## src/rtl/pipe_hazard_ctrl.sv

```systemverilog
// pipe_hazard_ctrl: run/pause/single-step sequencer plus RAW hazard stall and EX forwarding selects
// for a 5-stage pipeline; drives the stage enables and the ID/EX bubble.
module pipe_hazard_ctrl #(
  parameter int RA_W     = 4,
  parameter int FWD_EN   = 1,
  parameter int RF_WT    = 0,
  parameter int ZERO_REG = 0,
  parameter int CNT_W    = 16
) (
  input  logic             clk_i,
  input  logic             rst_n_i,
  input  logic             pause_i,
  input  logic             step_pulse_i,
  input  logic [RA_W-1:0]  id_rs_i,
  input  logic [RA_W-1:0]  id_rt_i,
  input  logic             id_rs_used_i,
  input  logic             id_rt_used_i,
  input  logic [RA_W-1:0]  ex_wa_i,
  input  logic             ex_regwrite_i,
  input  logic             ex_memread_i,
  input  logic [RA_W-1:0]  mem_wa_i,
  input  logic             mem_regwrite_i,
  input  logic [RA_W-1:0]  wb_wa_i,
  input  logic             wb_regwrite_i,
  input  logic [RA_W-1:0]  ex_rs_i,
  input  logic [RA_W-1:0]  ex_rt_i,
  output logic             adv_o,
  output logic             pc_en_o,
  output logic             idex_bubble_o,
  output logic             stall_o,
  output logic [1:0]       fwd_a_o,
  output logic [1:0]       fwd_b_o,
  output logic [1:0]       run_state_o,
  output logic [CNT_W-1:0] cycle_cnt_o,
  output logic [CNT_W-1:0] stall_cnt_o
);
  typedef enum logic [1:0] {HALT = 2'd0, RUN = 2'd1, STEP = 2'd2} state_t;
  state_t           state_q, state_d;
  logic             run_s1_q, run_s_q, pause_s;
  logic [CNT_W-1:0] cycle_cnt_q, stall_cnt_q;
  logic             load_use, rs_hit, rt_hit;

  function automatic logic m(input logic [RA_W-1:0] r, input logic [RA_W-1:0] wa, input logic we);
    return we && (r == wa) && !(ZERO_REG != 0 && r == '0);
  endfunction

  function automatic logic any_hit(input logic [RA_W-1:0] r, input logic [RA_W-1:0] ewa,
                                   input logic ewe, input logic [RA_W-1:0] mwa, input logic mwe,
                                   input logic [RA_W-1:0] wwa, input logic wwe);
    return m(r, ewa, ewe) || m(r, mwa, mwe) || (RF_WT == 0 && m(r, wwa, wwe));
  endfunction

  function automatic logic [1:0] fsel(input logic [RA_W-1:0] r, input logic [RA_W-1:0] mwa,
                                      input logic mwe, input logic [RA_W-1:0] wwa, input logic wwe);
    return FWD_EN == 0 ? 2'd0 : m(r, mwa, mwe) ? 2'd1 : m(r, wwa, wwe) ? 2'd2 : 2'd0;
  endfunction

  // The synchroniser carries "not paused", so its zero reset value reads as paused until
  // the real switch level has crossed both flops.
  assign pause_s = ~run_s_q;

  assign load_use = ex_memread_i & ex_regwrite_i &
                    ((id_rs_used_i & m(id_rs_i, ex_wa_i, 1'b1)) | (id_rt_used_i & m(id_rt_i, ex_wa_i, 1'b1)));
  assign rs_hit   = id_rs_used_i & any_hit(id_rs_i, ex_wa_i, ex_regwrite_i, mem_wa_i, mem_regwrite_i,
                                           wb_wa_i, wb_regwrite_i);
  assign rt_hit   = id_rt_used_i & any_hit(id_rt_i, ex_wa_i, ex_regwrite_i, mem_wa_i, mem_regwrite_i,
                                           wb_wa_i, wb_regwrite_i);
  assign stall_o  = FWD_EN != 0 ? load_use : (rs_hit | rt_hit);
  assign fwd_a_o  = fsel(ex_rs_i, mem_wa_i, mem_regwrite_i, wb_wa_i, wb_regwrite_i);
  assign fwd_b_o  = fsel(ex_rt_i, mem_wa_i, mem_regwrite_i, wb_wa_i, wb_regwrite_i);

  assign adv_o         = (state_q == RUN) || (state_q == STEP);
  assign pc_en_o       = adv_o & ~stall_o;
  assign idex_bubble_o = adv_o & stall_o;
  assign run_state_o   = state_q;
  assign cycle_cnt_o   = cycle_cnt_q;
  assign stall_cnt_o   = stall_cnt_q;

  always_comb begin
    state_d = state_q == HALT ? (!pause_s ? RUN : step_pulse_i ? STEP : HALT) :
              state_q == RUN  ? (pause_s ? HALT : RUN) : HALT;
  end

  always_ff @(posedge clk_i or negedge rst_n_i) begin
    if (!rst_n_i) begin
      run_s1_q    <= 1'b0;
      run_s_q     <= 1'b0;
      state_q     <= HALT;
      cycle_cnt_q <= '0;
      stall_cnt_q <= '0;
    end else begin
      run_s1_q <= ~pause_i;
      run_s_q  <= run_s1_q;
      state_q  <= state_d;
      if (adv_o) cycle_cnt_q <= cycle_cnt_q + 1'b1;
      if (adv_o && stall_o && stall_cnt_q != '1) stall_cnt_q <= stall_cnt_q + 1'b1;
    end
  end
endmodule

```

## config.mk

```make
export PLATFORM = sky130hd
export DESIGN_NAME = pipe_hazard_ctrl
export DESIGN_NICKNAME = d
export VERILOG_FILES = /design/src/rtl/pipe_hazard_ctrl.sv
export SDC_FILE = /design/constraint.sdc
export NUM_CORES = 1
export LEC_CHECK = 0
export CAP_MARGIN = 30
export CORE_ASPECT_RATIO = 0.6
export CORE_UTILIZATION = 39
export CTS_CLUSTER_SIZE = 8
export DETAILED_ROUTE_END_ITERATION = 7
export PLACE_DENSITY_LB_ADDON = 0.12
export RECOVER_POWER = 25
export SETUP_SLACK_MARGIN = 0.1
export SLEW_MARGIN = 20
export SYNTH_ARGS = -nofsm -noshare
export SYNTH_HDL_FRONTEND = slang
export SYNTH_SLANG_ARGS = --single-unit
```

## constraint.sdc

```tcl
create_clock -name clk_i -period 2.3 [get_ports clk_i]
set_clock_uncertainty 0.2 [all_clocks]
set_input_delay 0.575 -clock clk_i [delete_from_list [all_inputs] [get_ports clk_i]]
set_output_delay 0.575 -clock clk_i [all_outputs]
set_load 0.02 [all_outputs]
```

==> flow_metrics.env, run 1 <==
export IMPL_layout_cells_non_filler=353
export IMPL_final_cell_mix="dfrtp_1 (34), clkdlybuf4s50_1 (33), xnor2_1 (27)"
export IMPL_first_pass_iters=4
export IMPL_insertion_delay_ns=0.29
export IMPL_design_area_mm2=0.00320
export IMPL_path_max_fanout=3
export IMPL_setup_viol=2
export IMPL_place_area_mm2=0.00300
export IMPL_port_buffers=79
export IMPL_synth_cell_area_mm2=0.00199
export IMPL_placedCellCount=341
export IMPL_netlist_area_leader_share=0.453
export IMPL_cts_root_buf="clkbuf_8"
export IMPL_diodes=0
export IMPL_r2r_slack_ns=0.09
export IMPL_path_cells="inv_2 -> ha_4 -> inv_4 -> or3_4 -> o32ai_4 -> buf_6"
export IMPL_hold_ws_ns=0.163
export IMPL_drt_total_wl_um=5220
export IMPL_synth_avg_cell_area_um2=10.7
export IMPL_gp_congestion=0.715
export IMPL_power_density_mw_per_mm2=574
export IMPL_yosys_warnings=0
export IMPL_crit_cells=6
export IMPL_critPathSlowestCell="dfrtp_2"
export IMPL_layout_drive_gt1_share=0.359
export IMPL_rows=19
export IMPL_critPathLaunch="run_state_o[1]"
export IMPL_antenna_found_initial=0
export IMPL_p_total_mw=1.84
export IMPL_r2r_cells=8
export IMPL_htreeDepth=2
export IMPL_syn_num_nets=226
export IMPL_cp_arrival_ns=1.64
export IMPL_reg2reg_from="run_state_o[1]"
export IMPL_cp_endpoint="idex_bubble_o"
export IMPL_wl_per_cell_um=14.8
export IMPL_cp_num_buf_inv=3
export IMPL_overflow=0
export IMPL_status="finished with violations"
export IMPL_ys_seq_area_frac=0.453
export IMPL_slew_headroom=0.270
export IMPL_syn_to_final_growth_pct=61.0
export IMPL_clkSinkCount=36
export IMPL_min_period_ns=2.42
export IMPL_grt_pass1_wl_um=8560
export IMPL_core_area_mm2=0.00473
export IMPL_fmax_ghz=0.414
export IMPL_rsz0062_at_grt="yes"
export IMPL_r2r_end="stall_cnt_o[14]"
export IMPL_worst_pin_slew_ns=1.10
export IMPL_drv_cap=0
export IMPL_leakage_nw=1.50
export IMPL_num_fill_cells=382
export IMPL_slowest_delay_ns=0.37
export IMPL_numCtsBuffers=5
export IMPL_grt_max_degree=21
export IMPL_min_path_type="register to register"
export IMPL_synthTopCellsByArea="dfrtp_1 (45%), xnor2_1 (16%), xor2_1 (6.2%), nand4_1 (4.1%), and3_1 (3.1%)"
export IMPL_whs_path_depth=0
export IMPL_required_ns=1.52
export IMPL_critical_path_top_delay_family="flip-flops"
export IMPL_cts_tree="done"
export IMPL_drc=0
export IMPL_fin_ws_ns=-0.116
export IMPL_synthDistinctLibCells=34
export IMPL_hp_start="run_s1_q"
export IMPL_die_w_um=94.2
export IMPL_cp_end_kind="primary output"
export IMPL_antenna_left=0
export IMPL_cts_path_max_buffers=2
export IMPL_slew_viol_final=0
export IMPL_fp_dieH_um=57.3
export IMPL_finalHoldViolCount=0
export IMPL_grt_pass1_vias=1769
export IMPL_vias=1754
export IMPL_vias_per_cell=4.97
export IMPL_violations="setup timing"
export IMPL_yosys_area_top_type="dfrtp_1"
export IMPL_die_area_mm2=0.00540
export IMPL_drt_iter0_drc=66
export IMPL_layout_commonest_cell="dfrtp_1"
export IMPL_dpl_hpwl_um=3900
export IMPL_grtUsageTotal=0.211
export IMPL_period_share=1.05
export IMPL_syn_inst=185
export IMPL_critPathLaunchType="register"
export IMPL_ir_worst_vdd_uv=792
export IMPL_synth_seq_cells=36
export IMPL_path_class="register to primary output"
export IMPL_pin_count=80
export IMPL_start_util=0.420
export IMPL_final_nets=330
export IMPL_clkTransAtPathRegs_ns=0.07
==> state kept, by name (all words and copies together), names as in the netlist <==
signal       flops
run_s1_q         1
cycle_cnt_o     16
run_state_o      2
run_s_q          1
stall_cnt_o     16
==> cells by family (layout without fill, tap and decap cells) <==
kind of cell / count (synthesis) / in the layout / share of synthesized area
AND/OR/NAND/NOR: 75 / 75 / 0.222
XOR/XNOR: 50 / 50 / 0.220
flip-flops: 36 / 36 / 0.453
buffers and inverters: 12 / 117 / 0.0321
AO/OA/AOI/OAI: 6 / 6 / 0.0346
adder cells (fa/ha/maj): 3 / 3 / 0.0189
multiplexers: 3 / 3 / 0.0189
==> metal layers <==
layer	vias to the layer above	track usage	routed length, µm
met3	4	0.0733	374
li1	855	-	-
met2	59	0.302	2250
met5	-	0	0
met1	836	0.303	2570
met4	0	0.0549	26
==> per-stage QoR <==
step	utilization	setup WS [ns]	setup TNS [ns]
floorplan	-	-0.147	-0.255
global placement	0.634	-0.873	-10.38
detailed placement	0.634	-0.880	-10.92
CTS	0.663	-0.216	-0.244
global route	0.677	-0.178	-0.378
finish	0.677	-0.116	-0.157
==> Yosys cell counts <==
library cell	number
nand3_1	12
buf_2	1
nand2_1	11
nor4b_1	2
nand2_2	1
nand3_2	1
o32ai_4	1
nor3_1	3
inv_1	7
a222oi_1	1
dfrtp_1	36
o22ai_1	1
or3_4	1
o2111a_1	1
nand2b_1	1
nand4_2	4
and2_1	4
ha_1	3
nor2_1	9
mux2_4	1
nand4_1	13
xor2_1	14
and3_1	10
mux2_1	1
o21ai_0	1
nor4_1	1
o32ai_1	1
xnor2_1	36
buf_6	2
mux2_2	1
nor2b_1	1
and4_1	1
inv_4	1
clkbuf_1	1
==> cell type report <==
cell class / instances / area (µm²) / area share
Multi-Input combinational cell: 137 / 1230 / 0.383
Sequential cell: 36 / 903 / 0.282
Timing Repair Buffer: 101 / 866 / 0.270
Clock buffer: 6 / 82.6 / 0.0258
Tap cell: 63 / 78.8 / 0.0246
Inverter: 8 / 35.0 / 0.0109
Clock inverter: 2 / 10.0 / 0.00313
==> how the worst min path moves through the flow <==
stage / endpoint / slack, ns
global placement: run_s_q / 0.14
global route: run_s_q / 0.18
detailed placement: run_s_q / 0.14
floorplan: cycle_cnt_o[0] / 0.08
finish: run_s_q / 0.16
CTS: stall_cnt_o[8] / 0.04
==> power breakdown <==
part	switching, mW	internal, mW
Combinational	0.287	0.300
Clock	0.229	0.239
Sequential	0.0791	0.703
==> timing repair <==
item	in CTS	in global routing
hold buffers	0	0
pin swaps	32	11
cloned	0	0
endpoints found under the setup margin	24	20
resized for setup	187	20
buffers inserted	2	2
(Power assumes the default switching activity.)
==> run 2: changes to the inputs <==
--- a/config.mk
+++ b/config.mk
@@ -13,7 +13,6 @@
 export PLACE_DENSITY_LB_ADDON = 0.12
 export RECOVER_POWER = 25
 export SETUP_SLACK_MARGIN = 0.1
-export SLEW_MARGIN = 20
 export SYNTH_ARGS = -nofsm -noshare
 export SYNTH_HDL_FRONTEND = slang
 export SYNTH_SLANG_ARGS = --single-unit
==> results of run 2 <==
Same layout as run 1: the final DEF is identical, and so are final timing and power.
